--- config.mk ---
export PLATFORM = sky130hd
export DESIGN_NAME = maxpool2x2_stream
export DESIGN_NICKNAME = d
export VERILOG_FILES = /design/src/rtl/maxpool2x2_stream.sv
export SDC_FILE = /design/constraint.sdc
export NUM_CORES = 1
export LEC_CHECK = 0
export ABC_AREA = 1
export ABC_CLOCK_PERIOD_IN_PS = 3950
export CORE_MARGIN = 5
export CORE_UTILIZATION = 30
export DETAILED_ROUTE_END_ITERATION = 8
export PLACE_DENSITY = 0.47
export REMOVE_ABC_BUFFERS = 1
export SLEW_MARGIN = 20
export SYNTH_ARGS = -nofsm -noshare
export SYNTH_HDL_FRONTEND = slang
export SYNTH_SLANG_ARGS = --single-unit
--- constraint.sdc ---
create_clock -name clk -period 3.95 [get_ports clk]
set_input_delay 0.79 -clock clk [delete_from_list [all_inputs] [get_ports clk]]
set_output_delay 0.79 -clock clk [all_outputs]
set_load 0.01 [all_outputs]
--- src/rtl/maxpool2x2_stream.sv ---
// rtl/maxpool2x2_stream.sv - streaming 2x2 stride-2 signed max-pooling stage
//
// Purpose: takes feature-map pixels in raster order, one channel map after
// another, and emits one pooled pixel per 2x2 window. A one-cycle done pulse
// follows the last pooled pixel of a frame.
//
// Ports:
//   clk        rising-edge clock
//   rst_n      asynchronous active-low reset
//   start      begin a frame (sampled only in IDLE)
//   in_valid   in_data carries a pixel this cycle
//   in_ready   high while the frame is being accepted (BUSY)
//   in_data    signed input pixel
//   out_valid  one-cycle strobe, out_data holds a pooled pixel
//   out_data   signed max of one 2x2 window
//   out_last   marks the final pooled pixel of the frame
//   done       one-cycle pulse, frame complete

module maxpool2x2_stream #(
  parameter int DATA_W   = 16,
  parameter int IMG_W    = 24,
  parameter int IMG_H    = 24,
  parameter int CHANNELS = 6
) (
  input  logic              clk,
  input  logic              rst_n,
  input  logic              start,
  input  logic              in_valid,
  output logic              in_ready,
  input  logic [DATA_W-1:0] in_data,
  output logic              out_valid,
  output logic [DATA_W-1:0] out_data,
  output logic              out_last,
  output logic              done
);

  localparam int HALF_W = IMG_W / 2;
  localparam int COL_W  = (IMG_W > 1)    ? $clog2(IMG_W)    : 1;
  localparam int ROW_W  = (IMG_H > 1)    ? $clog2(IMG_H)    : 1;
  localparam int CH_W   = (CHANNELS > 1) ? $clog2(CHANNELS) : 1;
  localparam int IDX_W  = (HALF_W > 1)   ? $clog2(HALF_W)   : 1;

  // Windows must tile the map exactly.
  if ((IMG_W % 2) != 0 || (IMG_H % 2) != 0 || IMG_W < 2 || IMG_H < 2) begin : g_bad_dims
    $error("maxpool2x2_stream: IMG_W and IMG_H must be even and non-zero");
  end

  typedef enum logic [1:0] {
    IDLE  = 2'd0,
    BUSY  = 2'd1,
    FLUSH = 2'd2
  } state_t;

  state_t              state_q;
  logic [COL_W-1:0]    col_q;
  logic [ROW_W-1:0]    row_q;
  logic [CH_W-1:0]     ch_q;
  logic [DATA_W-1:0]   hreg_q;
  logic                in_ready_q;
  logic                out_valid_q;
  logic                out_last_q;
  logic [DATA_W-1:0]   out_data_q;
  logic                done_q;

  // Holds the vertical partner of each window: max of the two even-row pixels.
  logic [DATA_W-1:0]   linebuf_q [HALF_W];

  function automatic logic [DATA_W-1:0] smax(input logic [DATA_W-1:0] a,
                                             input logic [DATA_W-1:0] b);
    return ($signed(a) > $signed(b)) ? a : b;
  endfunction

  logic              xfer;
  logic              col_last;
  logic              row_last;
  logic              ch_last;
  logic              frame_last;
  logic [IDX_W-1:0]  lb_idx;
  logic [DATA_W-1:0] lb_rd;
  logic [DATA_W-1:0] horiz_max;
  logic [DATA_W-1:0] hreg_d;

  assign xfer       = (state_q == BUSY) && in_valid && in_ready_q;
  assign col_last   = (col_q == COL_W'(IMG_W - 1));
  assign row_last   = (row_q == ROW_W'(IMG_H - 1));
  assign ch_last    = (ch_q  == CH_W'(CHANNELS - 1));
  assign frame_last = col_last && row_last && ch_last;

  assign lb_idx    = IDX_W'(col_q >> 1);
  assign lb_rd     = linebuf_q[lb_idx];
  // Right-hand pixel folded with the left-hand partner held in hreg; used both
  // for the line-buffer write (even row) and the pooled result (odd row).
  assign horiz_max = smax(hreg_q, in_data);

  // Left-hand pixel of a window: raw on even rows, merged with the column
  // partner from the line buffer on odd rows.
  always_comb begin
    hreg_d = hreg_q;
    if (xfer && !col_q[0]) begin
      hreg_d = row_q[0] ? smax(lb_rd, in_data) : in_data;
    end
  end

  // Line buffer carries no reset: every entry is written on an even row before
  // the following odd row reads it.
  always_ff @(posedge clk) begin
    if (xfer && !row_q[0] && col_q[0]) begin
      linebuf_q[lb_idx] <= horiz_max;
    end
  end

  always_ff @(posedge clk or negedge rst_n) begin
    if (!rst_n) begin
      state_q     <= IDLE;
      col_q       <= '0;
      row_q       <= '0;
      ch_q        <= '0;
      hreg_q      <= '0;
      in_ready_q  <= 1'b0;
      out_valid_q <= 1'b0;
      out_last_q  <= 1'b0;
      out_data_q  <= '0;
      done_q      <= 1'b0;
    end else begin
      out_valid_q <= 1'b0;
      out_last_q  <= 1'b0;
      done_q      <= 1'b0;
      hreg_q      <= hreg_d;

      case (state_q)
        IDLE: begin
          if (start) begin
            state_q    <= BUSY;
            in_ready_q <= 1'b1;
            col_q      <= '0;
            row_q      <= '0;
            ch_q       <= '0;
          end
        end

        BUSY: begin
          if (xfer) begin
            if (row_q[0] && col_q[0]) begin
              out_data_q  <= horiz_max;
              out_valid_q <= 1'b1;
              out_last_q  <= frame_last;
            end

            if (col_last) begin
              col_q <= '0;
              if (row_last) begin
                row_q <= '0;
                ch_q  <= ch_last ? '0 : ch_q + 1'b1;
              end else begin
                row_q <= row_q + 1'b1;
              end
            end else begin
              col_q <= col_q + 1'b1;
            end

            if (frame_last) begin
              state_q    <= FLUSH;
              in_ready_q <= 1'b0;
            end
          end
        end

        FLUSH: begin
          state_q <= IDLE;
          done_q  <= 1'b1;
        end

        default: begin
          state_q    <= IDLE;
          in_ready_q <= 1'b0;
        end
      endcase
    end
  end

  assign in_ready  = in_ready_q;
  assign out_valid = out_valid_q;
  assign out_data  = out_data_q;
  assign out_last  = out_last_q;
  assign done      = done_q;

endmodule

==> reports/results.md <==
| Result | This run | Unit |
|:---|:---|:---|
| Outcome | complete, no violations | - |
| Top cell type by total area after synthesis | sky130_fd_sc_hd__edfxtp_1 | - |
| Critical register-to-register path startpoint | col_q[1]$_DFFE_PN0P_ | - |
| Largest cells by area after synthesis | sky130_fd_sc_hd__edfxtp_1 52%, sky130_fd_sc_hd__nand2_1 15%, sky130_fd_sc_hd__dfrtp_1 11%, sky130_fd_sc_hd__ha_1 3.8%, sky130_fd_sc_hd__nor2_1 2.7% | - |
| Clock period minus final worst setup slack | 3.457 | ns |
| Effective utilization at floorplan | 30.42 | % |
| Die height | 202.7 | um |
| Cell-by-cell trace of the critical path | buf_4 -> nor2_2 -> buf_4 -> nand2_1 -> nand2_1 -> nor2_1 -> nor2_1 -> nor2_1 -> inv_1 -> ha_1 -> a21o_1 -> nor2_1 -> nand2_1 -> nand2_1 -> nand2_1 -> nand2_2 -> buf_4 -> nand4_1 -> nand3_1 -> nand2_1 | - |
| Die ar. | 41070 | um^2 |
| Fmax | 289.2 | MHz |
| Iteration count of the initial detailed-routing pass | 5 | - |
| Maximum VDD drop | 0.0005158 | V |
| Total power divided by cell area | 801.5 | nW/um^2 |
| Post-DP HPWL | 21440 | um |
| Postcts setup bufs | 0 | - |
| Post-synthesis instance area | 11140 | um^2 |
| Xor and xnor area share after synthesis | 0.07865 | % |
| Hold/Removal Path Class | in -> async | - |
| Area fraction in compound gates after synthesis | 3.404 | % |
| Overflow left after global routing | 0 | - |
| Category of the most critical setup path | reg -> reg | - |
| Worst Setup SP | col_q[1]$_DFFE_PN0P_ | - |
| Count of cell types in the netlist | 37 | - |
| Longest individual stage delay on the worst path | 0.41 | ns |
| Clock slew at the register clock pins of the worst setup and hold paths | 0.06 | ns |
| DRC errors left | 0 | - |
| Worst endpoint data arrival time | 3.88 | ns |
| CTS sink cnt | 243 | - |
| Total number of H-tree levels | 1 | - |
| R2R Setup Slk | 0.49 | ns |
| Core ar. | 36610 | um^2 |
| Clock buffers created by TritonCTS | 27 | - |
| Wire length per cell after detailed routing | 18.66 | um |
| Layout Nets | 1266 | - |
| #FFs+latches synth | 243 | - |
| Type of origin of the critical path | flip-flop | - |
| Max Cap Violations | 0 | - |
| Clock tree from TritonCTS | yes | - |
| Buffer cell driving the clock tree root | sky130_fd_sc_hd__clkbuf_16 | - |
| Data required, critical path | 4.37 | ns |
| Worst Max-Slew Pin Slew | 0.8114 | ns |
| Detail-routed via count per cell | 4.689 | - |
| Number of rows in the core area | 70 | - |
| Portion of synthesized cell area occupied by the leading cell type | 51.78 | % |
| Adder and majority cell fraction of the synthesized area | 3.820 | % |
| Number of global-route vias before repair | 7981 | - |
| Fraction of the yosys area taken by sequential cells | 63.24 | % |
| Leakage power total | 5.582 | nW |
| Wire length of the first global-routing pass | 49570 | um |
| Logic depth of the worst setup path including buffers | 20 | - |
| Total setup violations reported at the end of the flow | 0 | - |
| Dominant combinational cell family by area after synthesis | simple AND/OR/NAND/NOR gates | - |
| Horizontal die dimension | 202.7 | um |
| Largest fanout of any net on the critical path | 26 | - |
| CTS max path bufs | 3 | - |
| Most Frequent Cell on Critical Path | sky130_fd_sc_hd__nand2_1 | - |
| Simple-gate share of the synthesized area | 24.89 | % |
| Count of input and output buffers | 39 | - |
| Vias | 7967 | - |
| Relative max-transition margin | 45.73 | % |
| Ports | 40 | - |
| Period utilization | 87.53 | % |
| Critical-path top delay cell | sky130_fd_sc_hd__buf_4 | - |
| Worst clock skew | 0.02035 | ns |
| Clock Latency Late Sink | 0.54 | ns |
| End point of the critical path | hreg_q[8]$_DFFE_PN0P_ | - |
| Fraction of layout cells with a size suffix above 1 | 9.423 | % |
| Nature of the critical path endpoint | flip-flop | - |
| Register cell area after layout | 7042 | um^2 |
| Fillers | 3700 | - |
| Synth warn | 0 | - |
| Multiplexer share of the synthesized area | 0 | % |
| End of the worst register-to-register path | hreg_q[8]$_DFFE_PN0P_ | - |
| Largest net degree at the start of global routing | 51 | - |
| Synthesized area divided by synthesized cell count | 9.863 | um^2 |
| Area occupied by multi-input gates | 3612 | um^2 |
| Cell family with most CP delay | simple AND/OR/NAND/NOR gates | - |
| Setup repair after global routing missed its margin | no | - |
| Ant. Diodes | 0 | - |
| Signed area change from the synthesized netlist to the final layout | 18.20 | % |
| Antenna violations before repair | 0 | - |
| Final total negative setup slack | 0 | ns |
| Pins over their slew limit | 0 | - |
| Total global-route track usage | 15.59 | % |
| Util after Layout | 35.95 | % |
| Critical path buffer and inverter count | 4 | - |
| First DRT Iteration DRCs | 520 | - |
| Remaining number of nets flagged by the antenna check after routing | 0 | - |
| Routability-driven placement congestion ratio | 0.8372 | - |
| Number of failing hold endpoints at the final stage | 0 | - |
| Number of cell instances on the worst register-to-register path | 20 | - |
| Final Routed Wirelength | 31710 | um |
| Syn Inst Count | 1129 | - |
routing by layer:
layer  global-route usage [%]  routed length (um)
met1                    23.31               15680
met2                    24.60               14260
met3                    2.028                1179
met4                    2.861                 595
met5                        0                   0
worst register-to-register path, cell delays in order (launching register included):
cell	delay [ns]
sky130_fd_sc_hd__dfrtp_1	0.40
sky130_fd_sc_hd__buf_4	0.41
sky130_fd_sc_hd__nor2_2	0.14
sky130_fd_sc_hd__buf_4	0.22
sky130_fd_sc_hd__nand2_1	0.08
sky130_fd_sc_hd__nand2_1	0.05
sky130_fd_sc_hd__nor2_1	0.14
sky130_fd_sc_hd__nor2_1	0.06
sky130_fd_sc_hd__nor2_1	0.27
sky130_fd_sc_hd__inv_1	0.08
sky130_fd_sc_hd__ha_1	0.29
sky130_fd_sc_hd__a21o_1	0.20
sky130_fd_sc_hd__nor2_1	0.10
sky130_fd_sc_hd__nand2_1	0.06
sky130_fd_sc_hd__nand2_1	0.09
sky130_fd_sc_hd__nand2_1	0.07
sky130_fd_sc_hd__nand2_2	0.15
sky130_fd_sc_hd__buf_4	0.22
sky130_fd_sc_hd__nand4_1	0.15
sky130_fd_sc_hd__nand3_1	0.11
sky130_fd_sc_hd__nand2_1	0.05
cell usage after synthesis:
| cell | number |
|---|---|
| sky130_fd_sc_hd__a21o_1 | 2 |
| sky130_fd_sc_hd__a21oi_1 | 37 |
| sky130_fd_sc_hd__a31oi_1 | 1 |
| sky130_fd_sc_hd__a31oi_2 | 1 |
| sky130_fd_sc_hd__and2_1 | 16 |
| sky130_fd_sc_hd__and2b_1 | 1 |
| sky130_fd_sc_hd__buf_1 | 2 |
| sky130_fd_sc_hd__buf_2 | 17 |
| sky130_fd_sc_hd__buf_4 | 3 |
| sky130_fd_sc_hd__buf_6 | 4 |
| sky130_fd_sc_hd__clkbuf_1 | 11 |
| sky130_fd_sc_hd__clkinv_2 | 1 |
| sky130_fd_sc_hd__dfrtp_1 | 51 |
| sky130_fd_sc_hd__edfxtp_1 | 192 |
| sky130_fd_sc_hd__ha_1 | 34 |
| sky130_fd_sc_hd__inv_1 | 72 |
| sky130_fd_sc_hd__inv_2 | 7 |
| sky130_fd_sc_hd__inv_4 | 1 |
| sky130_fd_sc_hd__nand2_1 | 458 |
| sky130_fd_sc_hd__nand2_2 | 2 |
| sky130_fd_sc_hd__nand2_4 | 1 |
| sky130_fd_sc_hd__nand3_1 | 56 |
| sky130_fd_sc_hd__nand3_2 | 4 |
| sky130_fd_sc_hd__nand3_4 | 1 |
| sky130_fd_sc_hd__nand4_1 | 34 |
| sky130_fd_sc_hd__nor2_1 | 81 |
| sky130_fd_sc_hd__nor2_2 | 2 |
| sky130_fd_sc_hd__nor2_4 | 1 |
| sky130_fd_sc_hd__nor3_1 | 4 |
| sky130_fd_sc_hd__nor3_4 | 1 |
| sky130_fd_sc_hd__nor4_1 | 1 |
| sky130_fd_sc_hd__o21ai_0 | 22 |
| sky130_fd_sc_hd__o21ai_1 | 1 |
| sky130_fd_sc_hd__o22ai_1 | 2 |
| sky130_fd_sc_hd__o31ai_1 | 2 |
| sky130_fd_sc_hd__o32ai_1 | 2 |
| sky130_fd_sc_hd__xor2_1 | 1 |
cell type report:
cell class / count / share of cell area, %
clock buffer: 34 / 5.333
tap: 468 / 4.449
multi-input combinational: 768 / 27.44
inverter: 81 / 2.338
sequential: 243 / 53.50
clock inverter: 14 / 0.8555
timing repair buffer: 91 / 6.084
per-stage QoR:
| stage | power [mW] | hold WS, ns | area (um^2) | instances | worst slack (ns) |
|---|---|---|---|---|---|
| floorplan | 6.349 | 0.4491 | 10930 | 1092 | 0.1950 |
| global placement | 8.271 | 0.4667 | 12340 | 1651 | 0.2788 |
| detailed placement | 8.260 | 0.4680 | 12340 | 1651 | 0.2959 |
| CTS | 10.66 | 0.2428 | 13160 | 1699 | 0.4421 |
| global route | 11.37 | 0.2707 | 13160 | 1699 | 0.06016 |
| finish | 10.55 | 0.2528 | 13160 | 1699 | 0.4927 |
sequential cells by signal, indices dropped and copies added (netlist names):
signal     count
linebuf_q    192
hreg_q        16
out_data      16
col_q          5
row_q          5
ch_q           3
state_q        2
done           1
in_ready       1
out_last       1
out_valid      1
layout by cell type (no fill, tap or decap), drive strengths merged, types with 2 or more instances in the layout:
cell	Yosys	layout
nand2	461	461
edfxtp	192	192
nor2	84	84
inv	80	80
nand3	61	61
buf	26	53
dfrtp	51	51
clkdlybuf4s50	0	38
a21oi	37	37
nand4	34	34
ha	34	34
clkbuf	11	34
o21ai	23	23
and2	16	16
clkinv	1	12
nor3	5	5
a21o	2	2
o22ai	2	2
o31ai	2	2
o32ai	2	2
bufinv	0	2
a31oi	2	2
cell families after synthesis:
logic type / after synthesis
XOR/XNOR: 1
buffers and inverters: 118
adder cells (fa/ha/maj): 34
AND/OR/NAND/NOR: 663
AO/OA/AOI/OAI: 70
flip-flops: 243
repair_timing:
action	CTS	global route
resized for setup	0	1
hold buffers	0	0
setup endpoints to repair	0	12
hold endpoints to repair	0	0
power breakdown:
part / switching, mW / total, mW / leakage, nW / internal [mW]
clock: 1.00 / 2.38 / 0.394 / 1.38
sequential: 0.201 / 3.77 / 2.38 / 3.57
combinational: 3.09 / 4.40 / 2.81 / 1.31
total: 4.29 / 10.6 / 5.58 / 6.26
worst min-delay path by stage:
stage                                  start                        to  slack, ns
floorplan              hreg_q[0]$_DFFE_PN0P_     hreg_q[0]$_DFFE_PN0P_       0.45
global placement    out_data[15]$_DFFE_PN0P_  out_data[15]$_DFFE_PN0P_       0.47
detailed placement     hreg_q[0]$_DFFE_PN0P_     hreg_q[0]$_DFFE_PN0P_       0.47
CTS                                    rst_n       ch_q[2]$_DFFE_PN0P_       0.24
global route                           rst_n      row_q[2]$_DFFE_PN0P_       0.27
finish                                 rst_n       ch_q[0]$_DFFE_PN0P_       0.25
Note: power is estimated with default switching activity, not from simulation.
